[config.mk]
export PLATFORM = sky130hd
export DESIGN_NAME = piso_tx_flat
export DESIGN_NICKNAME = d
export VERILOG_FILES = /design/src/rtl/piso_tx_if.sv /design/src/rtl/piso_tx.sv /design/src/flat_wrapper.sv
export SDC_FILE = /design/constraint.sdc
export NUM_CORES = 1
export LEC_CHECK = 0
export BUFFER_PORTS_ARGS = -buffer_cell sky130_fd_sc_hd__buf_2
export CAP_MARGIN = 20
export CELL_PAD_IN_SITES_DETAIL_PLACEMENT = 1
export CELL_PAD_IN_SITES_GLOBAL_PLACEMENT = 2
export CORE_ASPECT_RATIO = 1.2
export CORE_MARGIN = 3
export CORE_UTILIZATION = 32
export DETAILED_ROUTE_END_ITERATION = 8
export PLACE_DENSITY = 0.79
export SYNTH_ARGS = -nofsm -noshare
export SYNTH_HDL_FRONTEND = slang
export SYNTH_SLANG_ARGS = --single-unit
[constraint.sdc]
create_clock -name clk -period 1.79 [get_ports clk]
set_input_delay 0.358 -clock clk [delete_from_list [all_inputs] [get_ports clk]]
set_output_delay 0.358 -clock clk [all_outputs]
set_load 0.02 [all_outputs]
[src/rtl/piso_tx_if.sv]
// Load and serial-side signals of the piso_tx transmitter, grouped for connection.
// Handshake: a word transfers on a rising edge where load_valid && load_ready; load_valid
// and load_data stay stable until then, and load_ready never depends on load_valid.
interface piso_tx_if #(
    parameter int WIDTH = 4
);
    logic             load_valid;
    logic [WIDTH-1:0] load_data;
    logic             load_ready;
    logic             shift_en;
    logic             serial_out;
    logic             serial_valid;
    logic             frame_start;
    logic             busy;

    modport master (
        output load_valid, load_data, shift_en,
        input  load_ready, serial_out, serial_valid, frame_start, busy
    );

    modport slave (
        input  load_valid, load_data, shift_en,
        output load_ready, serial_out, serial_valid, frame_start, busy
    );
endinterface

[src/rtl/piso_tx.sv]
// Parallel-in serial-out transmitter with a one-word holding buffer so that
// back-to-back frames leave the shifter with no idle gap.
module piso_tx #(
    parameter int WIDTH     = 4,
    parameter bit MSB_FIRST = 1'b1
) (
    input  logic      clk,
    input  logic      rst_n,
    piso_tx_if.slave  bus,
    output logic      dbg_state
);
    localparam int CW = $clog2(WIDTH);
    localparam logic [CW-1:0] LAST = CW'(WIDTH - 1);

    typedef enum logic {IDLE = 1'b0, SHIFT = 1'b1} state_e;

    state_e           state_q, state_d;
    logic [WIDTH-1:0] sr_q, sr_d;
    logic [CW-1:0]    cnt_q, cnt_d;
    logic [WIDTH-1:0] hold_data_q, hold_data_d;
    logic             hold_full_q, hold_full_d;

    logic active;
    logic consume;
    logic eof;
    logic accept;

    always_ff @(posedge clk or negedge rst_n) begin
        if (!rst_n) begin
            state_q     <= IDLE;
            sr_q        <= '0;
            cnt_q       <= '0;
            hold_data_q <= '0;
            hold_full_q <= 1'b0;
        end else begin
            state_q     <= state_d;
            sr_q        <= sr_d;
            cnt_q       <= cnt_d;
            hold_data_q <= hold_data_d;
            hold_full_q <= hold_full_d;
        end
    end

    always_comb begin
        state_d     = state_q;
        sr_d        = sr_q;
        cnt_d       = cnt_q;
        hold_data_d = hold_data_q;
        hold_full_d = hold_full_q;

        active  = (state_q == SHIFT);
        consume = active && bus.shift_en;
        eof     = consume && (cnt_q == LAST);
        accept  = bus.load_valid && !hold_full_q;

        if (consume) begin
            if (MSB_FIRST) sr_d = {sr_q[WIDTH-2:0], 1'b0};
            else           sr_d = {1'b0, sr_q[WIDTH-1:1]};
            cnt_d = cnt_q + CW'(1);
        end

        // hold_full blocks accept, so a hold transfer and a direct load never share an edge
        if (eof) begin
            cnt_d = '0;
            if (hold_full_q) begin
                sr_d        = hold_data_q;
                hold_full_d = 1'b0;
            end else begin
                state_d = IDLE;
            end
        end

        if (accept) begin
            if (!active || eof) begin
                sr_d    = bus.load_data;
                cnt_d   = '0;
                state_d = SHIFT;
            end else begin
                hold_data_d = bus.load_data;
                hold_full_d = 1'b1;
            end
        end
    end

    logic out_bit;
    assign out_bit = MSB_FIRST ? sr_q[WIDTH-1] : sr_q[0];

    assign bus.load_ready   = !hold_full_q;
    assign bus.serial_out   = (state_q == SHIFT) ? out_bit : 1'b0;
    assign bus.serial_valid = (state_q == SHIFT) && bus.shift_en;
    assign bus.frame_start  = bus.serial_valid && (cnt_q == '0);
    assign bus.busy         = (state_q == SHIFT) || hold_full_q;
    assign dbg_state        = state_q;
endmodule

[src/flat_wrapper.sv]
// flat-port wrapper written by rule: the top's interface ports become plain ports
module piso_tx_flat 
#(
    parameter int WIDTH     = 4,
    parameter bit MSB_FIRST = 1'b1
)
  (clk, rst_n, dbg_state, bus_load_valid, bus_load_data, bus_shift_en, bus_load_ready, bus_serial_out, bus_serial_valid, bus_frame_start, bus_busy);
  piso_tx_if #(.WIDTH(WIDTH)) bus_i ();
  input  logic clk;
  input  logic rst_n;
  output logic dbg_state;
  input wire logic [$bits(bus_i.load_valid)-1:0] bus_load_valid;
  input wire logic [$bits(bus_i.load_data)-1:0] bus_load_data;
  input wire logic [$bits(bus_i.shift_en)-1:0] bus_shift_en;
  output wire logic [$bits(bus_i.load_ready)-1:0] bus_load_ready;
  output wire logic [$bits(bus_i.serial_out)-1:0] bus_serial_out;
  output wire logic [$bits(bus_i.serial_valid)-1:0] bus_serial_valid;
  output wire logic [$bits(bus_i.frame_start)-1:0] bus_frame_start;
  output wire logic [$bits(bus_i.busy)-1:0] bus_busy;
  assign bus_i.load_valid = bus_load_valid;
  assign bus_i.load_data = bus_load_data;
  assign bus_i.shift_en = bus_shift_en;
  assign bus_load_ready = bus_i.load_ready;
  assign bus_serial_out = bus_i.serial_out;
  assign bus_serial_valid = bus_i.serial_valid;
  assign bus_frame_start = bus_i.frame_start;
  assign bus_busy = bus_i.busy;
  piso_tx #(.WIDTH(WIDTH), .MSB_FIRST(MSB_FIRST)) u_core (.clk(clk), .rst_n(rst_n), .bus(bus_i), .dbg_state(dbg_state));
endmodule
==> impl_results.md <==
- Gr usage total: 0.126
- Setup Crit Path Kind: reg -> out
- Seq/Total Area, Yosys: 0.436
- I/O pin total: 14
- Worst-path cell chain: nand2_2 > clkinvlp_4 > buf_2
- Max-slew violation count: 0
- Die area: ~2700 um^2
- Max Freq: ~600 MHz
- Setup crit start: u_core.dbg_state
- CP startpoint kind: flop
- HP Class: in -> reg
- Wire length per cell: between 10 and 15 um
- Reg2reg setup slack: 0.27 ns
- Synthesis-to-layout area growth: 19.2%
- Number of cells on the worst reg-to-reg path: 4
- Tmin final: approximately 1.7 ns
- First-pass GRT wire length: 2.61 mm
- Area fraction in compound gates after synthesis: 0.127
- Die height: 56.8 um
- Inserted Diodes: 0
- Final hold violations: 0
- Detail Route Antenna Nets: 0
- Peak VDD IR: roughly 0.61 mV
- RSZ-0062 raised after global routing: no
- Drt drc: 0
- Leakage: 0.000395 uW
- Multiplexer share of the synthesized area: 0.116
- Row Count: 17
- Worst Max-Slew Pin Slew: 0.362 ns
- Drt first-iter violations: 8
- Vias in the first global route: 550
- Status: complete, no violations
- Crit. End Element: output port
- Yosys cell types: 25
- Reg2reg end: u_core.sr_q[0]
- Crit share post-route: 0.929
- CTS tree: built
- Simple-gate portion of the synthesized area: 0.232
- Critical Path RT: ~1.4 ns
- Placed cell areas: 768 um^2
- H-tree depth: 1
- Post-CTS Setup Repair Bufs: 0
- Drt total wl: 1.53 mm
- Setup tns final: 0 ns
- Syn Inst Count: 67
- Detailed Place HPWL: 1.16 mm
- Setup WS post-layout: between 0.1 and 0.15 ns
- TritonCTS buffer count: 3
- Starting density of the core: 0.356
- CP Data Arrival Time: between 1 and 1.5 ns
- Hold depth: 2
- Max_cap viols: 0
- Initial DRT Pass Iterations: 3
- IO Port Bufs: 13
- Xor/xnor share of the synthesized area: 0
- YS warnings: 0
- Clock Sinks: 12
- Die width: 48.4 um
- Syn_area_per_cell: a little over 10 um^2
- Mapped Area: roughly 690 um^2
- Yosys top cell area share: 0.436
- CP Capture Point: bus_serial_valid
- Max_slew headroom: 0.759
- Clk buf depth: 2
- PD cells: ~1700 nW/um^2
- Final clock skew: approximately 0.0024 ns
- Worst slack, placed: about 0.26 ns
- Synth area leaders: dfrtp_1 44%, mux2_4 8.7%, and3_1 5.4%, o31ai_1 4.4%, ha_1 3.6%
- Critical path peak fanout: 13
- Root Buffer Master: clkbuf_4
- Largest family of logic cells by synthesized area: simple AND/OR/NAND/NOR gates
- RR Startpoint: u_core.cnt_q[0]
- Pin count of the biggest net entering global routing: 14
- DR vias/cell: between 4 and 5
- Critical Path Max Stage Delay: around 0.5 ns
- Initial antenna violation count: 0
- Clock Latency Late Sink: 0.28 ns
- Core Area: between 1500 and 2000 um^2
- Nets: 93
- Via Count: approximately 540
- Layout cells sized above 1: 0.341
- Final setup fails: 0
- Worst path slowest cell: dfrtp_2
- Mapped Nets: 77
- GRT overflow: 0
- Clock slew at reported path FFs: roughly 0.080 ns
- Synth area leader: dfrtp_1
- #FFs+latches synth: 12
- Final GP Congestion: ~0.77
- Synth Area in Adders: 0.0363
- Fin area: roughly 820 um^2
where the power goes:
group / internal, uW / switching [uW] / leakage (uW) / total, uW
clock network: 124 / 102 / 0.0000210 / 226
registers: 405 / 136 / 0.000140 / 541
logic: 283 / 308 / 0.000234 / 592
registers in the layout, indices dropped and copies added (netlist names):
signal and cells:
u_core.hold_data_q 4, u_core.dbg_state 1, u_core.cnt_q 2, u_core.sr_q 4, u_core.hold_full_q 1
final cells by class:
type | count | area [um^2]
clock buffer | 4 | 36.3
fill | 234 | 1110
inverter | 4 | 18.8
multi-input combinational | 48 | 355
sequential | 12 | 302
tap | 28 | 35.0
timing repair buffer | 14 | 75.1
cells by family (layout without fill, tap and decap cells):
logic type,Yosys count,after routing
AO/OA/AOI/OAI,13,13
adder cells (fa/ha/maj),2,2
buffers and inverters,7,22
flip-flops,12,12
multiplexers,6,6
AND/OR/NAND/NOR,27,27
synth_stat cells, drive strengths merged:
master and instances:
o31ai 4, nor2b 2, and3b 1, dfrtp 12
buf 2, clkbuf 1, nand2 4, clkinv 1
o21ai 4, mux2 4, nand3 5, nand2b 1
nor2 6, a211oi 3, and2 1, a21bo 1
mux2i 2, inv 3, a21oi 1, ha 2
and3 6, or2 1
metrics by stage:
stage | power, uW | std cells | hold WS [ns] | utilization
after detailed placement | 1140 | 105 | 0.263 | 0.397
after global placement | 1120 | 105 | 0.255 | 0.397
after CTS | 1370 | 110 | 0.317 | 0.421
final | 1360 | 110 | 0.318 | 0.425
after global routing | 1480 | 110 | 0.317 | 0.425
after floorplan | 988 | 67 | 0.0624 | -
repair_timing:
action / CTS / global route
hold buffers: 1 / 0
setup endpoints to repair: 1 / 1
gates resized for setup: 1 / 2
endpoints found under the hold margin: 12 / 0
cells in the final DEF (no fill, tap or decap), drive strengths merged:
cell type	instances
mux2	4
a211oi	3
o31ai	4
o21ai	4
mux2i	2
inv	3
nor2b	2
clkbuf	4
and2	1
a21oi	1
a21bo	1
and3	6
nand2b	1
clkinvlp	1
and3b	1
nand3	5
ha	2
dlygate4sd3	1
nor2	6
buf	13
or2	1
nand2	4
dfrtp	12
worst min-delay path by stage:
| stage | from | to | slack [ns] |
|---|---|---|---|
| after floorplan | rst_n | u_core.cnt_q[0] | 0.06 |
| after global placement | rst_n | u_core.cnt_q[1] | 0.25 |
| after detailed placement | rst_n | u_core.cnt_q[1] | 0.26 |
| after CTS | bus_load_data[0] | u_core.hold_data_q[0] | 0.32 |
| after global routing | bus_load_data[0] | u_core.hold_data_q[0] | 0.32 |
| final | bus_load_data[0] | u_core.hold_data_q[0] | 0.32 |
per-layer routing:
layer | share of wire | vias up | global-route usage
met3 | 0.040 | 5 | 0.0292
met5 | 0 | - | 0
li1 | - | 268 | -
met2 | 0.44 | 12 | 0.177
met4 | 0.023 | 0 | 0.0732
met1 | 0.49 | 257 | 0.173
critical path: cells and delay by family, from the launching register on:
family / cells / cell delay [ns]
and+or+nand+nor: 1 / 0.15
buffers and inverters: 2 / 0.37
DFF: 1 / 0.50
(Power assumes the default switching activity.)
